--- config.mk ---
export PLATFORM = sky130hd
export DESIGN_NAME = pipe_flow_ctrl
export DESIGN_NICKNAME = d
export VERILOG_FILES = /design/src/rtl/pipe_ctrl_pkg.sv /design/src/rtl/load_use_detect.sv /design/src/rtl/pipe_flow_ctrl.sv
export SDC_FILE = /design/constraint.sdc
export NUM_CORES = 1
export LEC_CHECK = 0
export ABC_CLOCK_PERIOD_IN_PS = 3580
export CAP_MARGIN = 30
export CELL_PAD_IN_SITES_DETAIL_PLACEMENT = 1
export CELL_PAD_IN_SITES_GLOBAL_PLACEMENT = 2
export CORE_UTILIZATION = 31
export DETAILED_ROUTE_END_ITERATION = 16
export DONT_BUFFER_PORTS = 1
export PLACE_DENSITY_LB_ADDON = 0.1
export SYNTH_ARGS = -nofsm -noshare
export SYNTH_HDL_FRONTEND = slang
export SYNTH_SLANG_ARGS = --single-unit
--- constraint.sdc ---
create_clock -name clk -period 3.58 [get_ports clk]
set_clock_uncertainty 0.1 [all_clocks]
set_input_delay 0.179 -clock clk [delete_from_list [all_inputs] [get_ports clk]]
set_output_delay 0.179 -clock clk [all_outputs]
set_load 0.02 [all_outputs]
--- src/rtl/pipe_ctrl_pkg.sv ---
// ============================================================================
//  Module      : pipe_ctrl_pkg
//  Description : Shared types and constants for the RV32 pipeline flow controller.
//  Revision    : 1.0 - initial release
// ============================================================================
`default_nettype none

package pipe_ctrl_pkg;

    typedef enum logic [1:0] {
        ST_RUN     = 2'd0,
        ST_FREEZE  = 2'd1,
        ST_REFETCH = 2'd2
    } pipe_state_e;

    // Bubble pattern loaded by pipeline registers on flush (addi x0,x0,0)
    localparam logic [31:0] NOP_INSTR = 32'h0000_0013;

    function automatic int timer_width(input int timeout);
        return (timeout < 1) ? 1 : $clog2(timeout + 1);
    endfunction

endpackage

`default_nettype wire

--- src/rtl/load_use_detect.sv ---
// ============================================================================
//  Module      : load_use_detect
//  Description : Combinational load-use hazard detector (shared with forwarding).
//  Revision    : 1.0 - initial release
// ============================================================================
`default_nettype none

module load_use_detect #(
    parameter int REG_AW = 5
) (
    input  logic              ex_memread_i,
    input  logic [REG_AW-1:0] ex_rd_i,
    input  logic [REG_AW-1:0] id_rs1_i,
    input  logic [REG_AW-1:0] id_rs2_i,
    input  logic              id_use_rs1_i,
    input  logic              id_use_rs2_i,
    output logic              loaduse_o
);

    logic w_hit_rs1;
    logic w_hit_rs2;

    assign w_hit_rs1 = id_use_rs1_i && (id_rs1_i == ex_rd_i);
    assign w_hit_rs2 = id_use_rs2_i && (id_rs2_i == ex_rd_i);

    // x0 is never a real destination, so a load to x0 never stalls
    assign loaduse_o = ex_memread_i && (ex_rd_i != '0) && (w_hit_rs1 || w_hit_rs2);

endmodule

`default_nettype wire

--- src/rtl/pipe_flow_ctrl.sv ---
// ============================================================================
//  Module      : pipe_flow_ctrl
//  Description : Redirect/stall sequencing for the 5-stage RV32 pipeline.
//                Optional perf counters enabled by macro PERF_CNT_EN.
//  Revision    : 1.0 - initial release
// ============================================================================
`default_nettype none

module pipe_flow_ctrl
    import pipe_ctrl_pkg::*;
#(
    parameter int REG_AW       = 5,
    parameter int IMEM_TIMEOUT = 15,
    parameter int CNT_W        = 32
) (
    input  logic              clk,
    input  logic              rst_n,
    input  logic              pcsrc_ex,
    input  logic              jump_ex,
    input  logic              ex_memread,
    input  logic [REG_AW-1:0] ex_rd,
    input  logic [REG_AW-1:0] id_rs1,
    input  logic [REG_AW-1:0] id_rs2,
    input  logic              id_use_rs1,
    input  logic              id_use_rs2,
    input  logic              imem_ready,
    input  logic              dmem_busy,
    output logic              pc_we,
    output logic              pc_sel,
    output logic              ifid_we,
    output logic              ifid_flush,
    output logic              idex_we,
    output logic              idex_flush,
    output logic              exmem_we,
    output logic              fetch_err,
    output logic [CNT_W-1:0]  flush_cnt,
    output logic [CNT_W-1:0]  stall_cnt
);

    localparam int                TMR_W    = timer_width(IMEM_TIMEOUT);
    localparam logic [TMR_W-1:0]  TMR_LAST = TMR_W'(IMEM_TIMEOUT - 1);

    pipe_state_e      state_q, state_d;
    logic [TMR_W-1:0] timer_q, timer_d;
    logic             fetch_err_q, fetch_err_d;
    logic             w_redirect;
    logic             w_loaduse;
    logic             w_run_eval;

    assign w_redirect = pcsrc_ex || jump_ex;

    load_use_detect #(
        .REG_AW (REG_AW)
    ) u_load_use_detect (
        .ex_memread_i (ex_memread),
        .ex_rd_i      (ex_rd),
        .id_rs1_i     (id_rs1),
        .id_rs2_i     (id_rs2),
        .id_use_rs1_i (id_use_rs1),
        .id_use_rs2_i (id_use_rs2),
        .loaduse_o    (w_loaduse)
    );

    always_ff @(posedge clk) begin
        if (!rst_n) begin
            state_q     <= ST_RUN;
            timer_q     <= '0;
            fetch_err_q <= 1'b0;
        end else begin
            state_q     <= state_d;
            timer_q     <= timer_d;
            fetch_err_q <= fetch_err_d;
        end
    end

    always_comb begin
        pc_we       = 1'b1;
        pc_sel      = 1'b0;
        ifid_we     = 1'b1;
        ifid_flush  = 1'b0;
        idex_we     = 1'b1;
        idex_flush  = 1'b0;
        exmem_we    = 1'b1;
        state_d     = state_q;
        timer_d     = timer_q;
        fetch_err_d = fetch_err_q;
        w_run_eval  = 1'b0;

        if (!rst_n) begin
            pc_we      = 1'b0;
            ifid_we    = 1'b0;
            idex_we    = 1'b0;
            exmem_we   = 1'b0;
            ifid_flush = 1'b1;
            idex_flush = 1'b1;
        end else begin
            case (state_q)
                ST_RUN:    w_run_eval = 1'b1;
                // FREEZE exits in the same cycle dmem_busy drops
                ST_FREEZE: w_run_eval = 1'b1;
                ST_REFETCH: begin
                    if (dmem_busy) begin
                        pc_we    = 1'b0;
                        ifid_we  = 1'b0;
                        idex_we  = 1'b0;
                        exmem_we = 1'b0;
                    end else if (imem_ready) begin
                        state_d = ST_RUN;
                    end else begin
                        pc_we      = 1'b0;
                        ifid_flush = 1'b1;
                        timer_d    = timer_q + TMR_W'(1);
                        if (timer_q == TMR_LAST) begin
                            fetch_err_d = 1'b1;
                            state_d     = ST_RUN;
                        end
                    end
                end
                default: state_d = ST_RUN;
            endcase

            if (w_run_eval) begin
                state_d = ST_RUN;
                if (dmem_busy) begin
                    // redirect stays parked in EX while the memory stage is frozen
                    pc_we    = 1'b0;
                    ifid_we  = 1'b0;
                    idex_we  = 1'b0;
                    exmem_we = 1'b0;
                    state_d  = ST_FREEZE;
                end else if (w_redirect) begin
                    pc_sel     = 1'b1;
                    ifid_flush = 1'b1;
                    idex_flush = 1'b1;
                    timer_d    = '0;
                    state_d    = ST_REFETCH;
                end else if (w_loaduse) begin
                    pc_we      = 1'b0;
                    ifid_we    = 1'b0;
                    idex_flush = 1'b1;
                end else if (!imem_ready) begin
                    pc_we      = 1'b0;
                    ifid_flush = 1'b1;
                end
            end
        end
    end

    assign fetch_err = fetch_err_q;

`ifdef PERF_CNT_EN
    logic [CNT_W-1:0] flush_cnt_q;
    logic [CNT_W-1:0] stall_cnt_q;

    // pc_sel is asserted exactly on cycles a redirect is taken
    always_ff @(posedge clk) begin
        if (!rst_n) begin
            flush_cnt_q <= '0;
            stall_cnt_q <= '0;
        end else begin
            if (pc_sel) flush_cnt_q <= flush_cnt_q + CNT_W'(1);
            if (!pc_we) stall_cnt_q <= stall_cnt_q + CNT_W'(1);
        end
    end

    assign flush_cnt = flush_cnt_q;
    assign stall_cnt = stall_cnt_q;
`else
    assign flush_cnt = '0;
    assign stall_cnt = '0;
`endif

endmodule

`default_nettype wire

Word-level counts from Yosys, hierarchy flattened --
Index checks and enable logic that the tools add are counted.
Cells by class: add/subtract/negate cells 1, equality and inequality tests 8, muxes and demuxes 52, bitwise operators 2, reduce and logical (&&, ||, !) cells 11
Operators by type and width (number):
- 1-bit two-way mux | 39
- 4-bit two-way mux | 6
- 2-bit two-way mux | 6
- 5-bit equality test | 2
- 5-bit nonzero test | 1
- 4-bit by 1-bit adder with 4-bit output (second input constant) | 1
- 4-bit equality test (second input constant) | 1
- 1-bit logical AND | 4
- 4-bit != test (second input constant) | 1
- 2-bit case mux with 2 select lines | 1
- 4-bit AND reduction | 1
- 3-bit != test (second input constant) | 1
- 3-bit AND reduction | 1
- 2-bit by 1-bit equality test with 1-bit output (second input constant) | 1
- 2-bit equality test (second input constant) | 1
- 2-bit zero test | 1
- 1-bit logical OR | 2
- 2-bit by 1-bit != test with 1-bit output (second input constant) | 1
- 1-bit inverter | 2
- 2-bit OR reduction | 1
Storage, ports and cells: register bits 7, output and inout bits 72

Depth between registers and ports, before layout --
word-level depth 9, mapped depth 5, depth with buffers taken out 5

By module --
From an unflattened synthesis, not the netlist that was laid out.
Second synthesis, totals: cells, all modules 136, area, all modules 1037.2 um^2
By module, submodules not included:
- pipe_flow_ctrl | times used 1, cells each 119, area an instance 903.4 um^2, sequential area each 140.1 um^2
- load_use_detect | times used 1, cells each 17, area an instance 133.9 um^2, sequential area each 0.0 um^2

Worst setup path after synthesis --
Ideal clock, no wire load.
path kind register to output, start point register state_q[0], end point output port pc_we, arrival time 1.429 ns, data required time 3.301 ns, setup slack 1.872 ns, stages on the path, launching flop included 5, cell sequence dfxtp_1 -> nand2_1 -> a21oi_1 -> o21ai_0 -> a21oi_1
On the way: cells in the longest elaborated chain, start to end 8, elaborated cells on any way between the ends 13, classes of those cells eq/ne (2); mux (9); reduce/logical (2)
Ends and longest elaborated chain:
- start: declaration | RTL line pipe_flow_ctrl.sv:43 | pipe_state_e state_q, state_d;
- start signal: assignment | RTL line pipe_flow_ctrl.sv:70 | state_q <= state_d;
- 2-bit equality test | RTL line pipe_flow_ctrl.sv:97 | case (state_q)
- 1-bit two-way mux | RTL line pipe_flow_ctrl.sv:97
- 1-bit two-way mux | RTL line pipe_flow_ctrl.sv:141 | end else if (!imem_ready) begin
- 1-bit two-way mux | RTL line pipe_flow_ctrl.sv:137 | end else if (w_loaduse) begin
- 1-bit two-way mux | RTL line pipe_flow_ctrl.sv:131 | end else if (w_redirect) begin
- 1-bit two-way mux | RTL line pipe_flow_ctrl.sv:124 | if (dmem_busy) begin
- 1-bit two-way mux * | RTL line pipe_flow_ctrl.sv:122 | if (w_run_eval) begin
- 1-bit two-way mux * | RTL line pipe_flow_ctrl.sv:89 | if (!rst_n) begin
- end: declaration | RTL line pipe_flow_ctrl.sv:28 | output logic pc_we,
Mark *: on every way between the ends. The rest lies on a longest branch, timed or not. The select of a mux whose other input is x is not followed.

Worst setup path in the final report --
start point register state_q[1], end point output port ifid_flush
On the way: cells in the longest elaborated chain, start to end 8, elaborated cells on any way between the ends 13, classes of those cells eq/ne (2); mux (9); reduce/logical (2)
Ends and longest elaborated chain:
- 2-bit equality test | RTL line pipe_flow_ctrl.sv:97
- 1-bit two-way mux | RTL line pipe_flow_ctrl.sv:97
- 1-bit two-way mux | RTL line pipe_flow_ctrl.sv:141
- 1-bit two-way mux | RTL line pipe_flow_ctrl.sv:137
- 1-bit two-way mux | RTL line pipe_flow_ctrl.sv:131
- 1-bit two-way mux | RTL line pipe_flow_ctrl.sv:124
- 1-bit two-way mux * | RTL line pipe_flow_ctrl.sv:122
- 1-bit two-way mux * | RTL line pipe_flow_ctrl.sv:89
- end: declaration | RTL line pipe_flow_ctrl.sv:31 | output logic ifid_flush,
Marked as above.

==> results.yml <==
status:
  status: "finished clean"
layout:
  drive_gt1_frac: 0.0507
  fin_nets: 165
  num-fill-cells: 423
  multi_input_area_sq_um: 617
  num_antenna_cells: 0
  ff_latch_area_sq_um: 140
  syn_to_final_growth_pct: -14.0
critical_path:
  rr_endpoint: "timer_q[3]$_SDFF_PN0_"
  path_delay_family: "simple AND/OR/NAND/NOR gates"
  cp-start-kind: "flop"
  crit_chain: "nor4b_4 -> nand2b_1 -> nor4_1 -> a21oi_1"
  r2r_slack_ns: 2.14
  critPathCaptureType: "primary output"
  arrival_ns: 1.73
  cp_slowest_stage_delay_ns: 0.43
  cp_num_buf_inv: 0
  cp.required_ns: 3.30
  r2r_cells: 4
  crit_type: "flop to primary output"
  r2r-start: "state_q[1]$_SDFFE_PN0P_"
  cp_slowest_cell: "nor4b_4"
  critPathMaxFanout: 7
synth:
  syn_inst: 133
  syn_area_sq_um: 1020
  synth.area.mux_share: 0
  synth_top_cell_area_share: 0.479
  synth_top_family_by_area: "buffers and inverters"
  synth_edf_count: 0
  async_reset_ff_frac: 0
  synth_area_per_cell_sq_um: 7.67
  synth_top_area_cell: "buf_4"
  ys_ff_latch: 7
  synth_area_leaders: "buf_4 48%, dfxtp_1 14%, xnor2_1 9.4%"
  synth-simple-area-share: 0.141
  yosys_warnings: 0
  synth_fa_ha_area_frac: 0.0245
  synth_compound_area_frac: 0.0920
  synth_ff_type: "dfxtp_1"
  netlist-cell-type-count: 26
  synth_seq_area_share: 0.137
  synth_xor_area_frac: 0.112
drt:
  num_vias: 653
  routed_via_density: 3.59
  ant_nets: 0
  drt-wirelength-per-cell_um: 9.44
  drtIter0Drc: 17
  drt_pass1_iterations: 3
  drt-total-wl_um: 1720
  drc: 0
place:
  dpl.hpwl_um: 1540
  io_buffers: 0
  gp_congestion: 0.691
timing:
  max_freq_ghz: 0.497
  min_period_over_period: 0.562
  slew_viol_final: 0
  period_needed_ns: 2.01
  rsz0062_at_grt: "no"
  hold_ws_ns: 0.0308
  finalHoldViolCount: 0
  finalSetupTns_ns: 0
  setup_viol: 0
power:
  switching_power_mw: 0.112
  sw_frac_of_total: 0.442
  power_frac_seq: 0.326
  clkPwrFrac: 0.275
  ir_drop_uv: 146
  comb_power_share: 0.399
  power.density_nw_per_um2: 289
  internal_power_mw: 0.142
  leakage_nw: 0.415
worst_hold_path:
  holdCritPathClass: "input port to flop"
  min_from: "rst_n"
  holdPathEnd: "fetch_err$_SDFFE_PN0P_"
  min_path_cells: 2
floorplanning:
  start_util: 0.331
  fp.dieW_um: 59.4
  die_y_um: 59.4
  core_area_sq_um: 3080
  die_area_sq_um: 3520
  io_pins: 96
  placementRows: 20
clock_tree:
  root_buffer: "clkbuf_4"
  cts_sinks: 7
  htree_levels: 1
  clockBufferDepth: 2
  tritoncts: "yes"
  cts_buffers: 3
  clk_pin_slew_ns: 0.05
  clkLatencyLatePin_ns: 0.25
global_route:
  overflow: 0
  grt_use_total: 0.0875
  use_met3: 0.0437
  grt_use_met1: 0.0885
  grt_pass1_wl_um: 2350
  antenna_found_initial: 0
  grt_pass1_vias: 551
  use_met2: 0.154
  busiest_layer: "met2"
  grt_max_degree: 8
job:
  drv_cap: 0
how the worst max path moves through the flow:
stage	startpoint	endpoint	slack (ns)	cells past startpoint
finish	state_q[1]$_SDFFE_PN0P_	ifid_flush	1.57	4
global route	state_q[1]$_SDFFE_PN0P_	ifid_flush	1.42	4
CTS	state_q[1]$_SDFFE_PN0P_	ifid_flush	1.55	4
detailed placement	state_q[1]$_SDFFE_PN0P_	ifid_flush	1.82	4
global placement	state_q[0]$_SDFFE_PN0P_	ifid_flush	1.85	4
floorplan	state_q[0]$_SDFFE_PN0P_	pc_we	1.87	4
flip-flops by register name (all words and copies together), names as in the netlist:
signal / flops
fetch_err: 1
state_q: 2
timer_q: 4
power by group through the flow:
stage	combinational (mW)	clock (mW)	sequential (mW)
after CTS	0.101	0.0751	0.0826
after detailed placement	0.0986	0	0.0843
after global placement	0.0985	0	0.0841
after global routing	0.111	0.0797	0.0831
final	0.101	0.0698	0.0828
after floorplan	0.147	0	0.0838
cell usage after synthesis, drive strengths merged (2+ instances only):
library cell,number
nor2,10
o21ai,4
xor2,2
nand2,7
a21oi,5
xnor2,11
dfxtp,7
buf,65
nor2b,2
nand4,3
ha,2
inv,3
cell type report:
class,instances,share of cell area
Tap cell,44,0.0628
Timing Repair Buffer,3,0.0314
Clock buffer,4,0.0300
Inverter,3,0.0128
Multi-Input combinational cell,121,0.703
Sequential cell,7,0.160
layer usage:
metal / up-vias / share of wire
met3: 0 / 0.17
met1: 288 / 0.35
li1: 313 / -
met4: 0 / 0
met2: 52 / 0.48
met5: - / 0
metrics by stage:
| stage | setup slack, ns | power [mW] | utilization | cell area (sq um) | std cells |
|---|---|---|---|---|---|
| after floorplan | 1.87 | 0.231 | - | 1260 | 196 |
| after global placement | 1.85 | 0.183 | 0.270 | 831 | 176 |
| after detailed placement | 1.82 | 0.183 | 0.270 | 831 | 176 |
| after CTS | 1.55 | 0.258 | 0.285 | 877 | 182 |
| after global routing | 1.42 | 0.274 | 0.285 | 877 | 182 |
| final | 1.57 | 0.254 | 0.285 | 877 | 182 |
what timing repair did:
| action | CTS | global route |
|---|---|---|
| endpoints found under the hold margin | 1 | 0 |
| gates resized for setup | 0 | 0 |
| hold buffers | 2 | 0 |
| setup buffers | 0 | 0 |
logic make-up after synthesis:
family | after synthesis
flip-flops | 7
AO/OA/AOI/OAI | 15
buffers and inverters | 68
XOR/XNOR | 13
AND/OR/NAND/NOR | 27
adder cells (fa/ha/maj) | 2
other | 1
layout by cell type, fill, tap and decap left out, drive strengths merged:
cell,instances
a211oi,1
a21boi,1
a21oi,5
a31o,1
a31oi,1
a41oi,1
buf,1
clkbuf,4
conb,64
dfxtp,7
dlygate4sd3,2
ha,2
inv,3
nand2,7
nand2b,1
nand4,3
nor2,10
nor2b,2
nor3,1
nor4,1
nor4b,1
o21ai,4
o22ai,1
or4,1
xnor2,11
xor2,2
No activity file was read; power rests on OpenSTA's default activity.
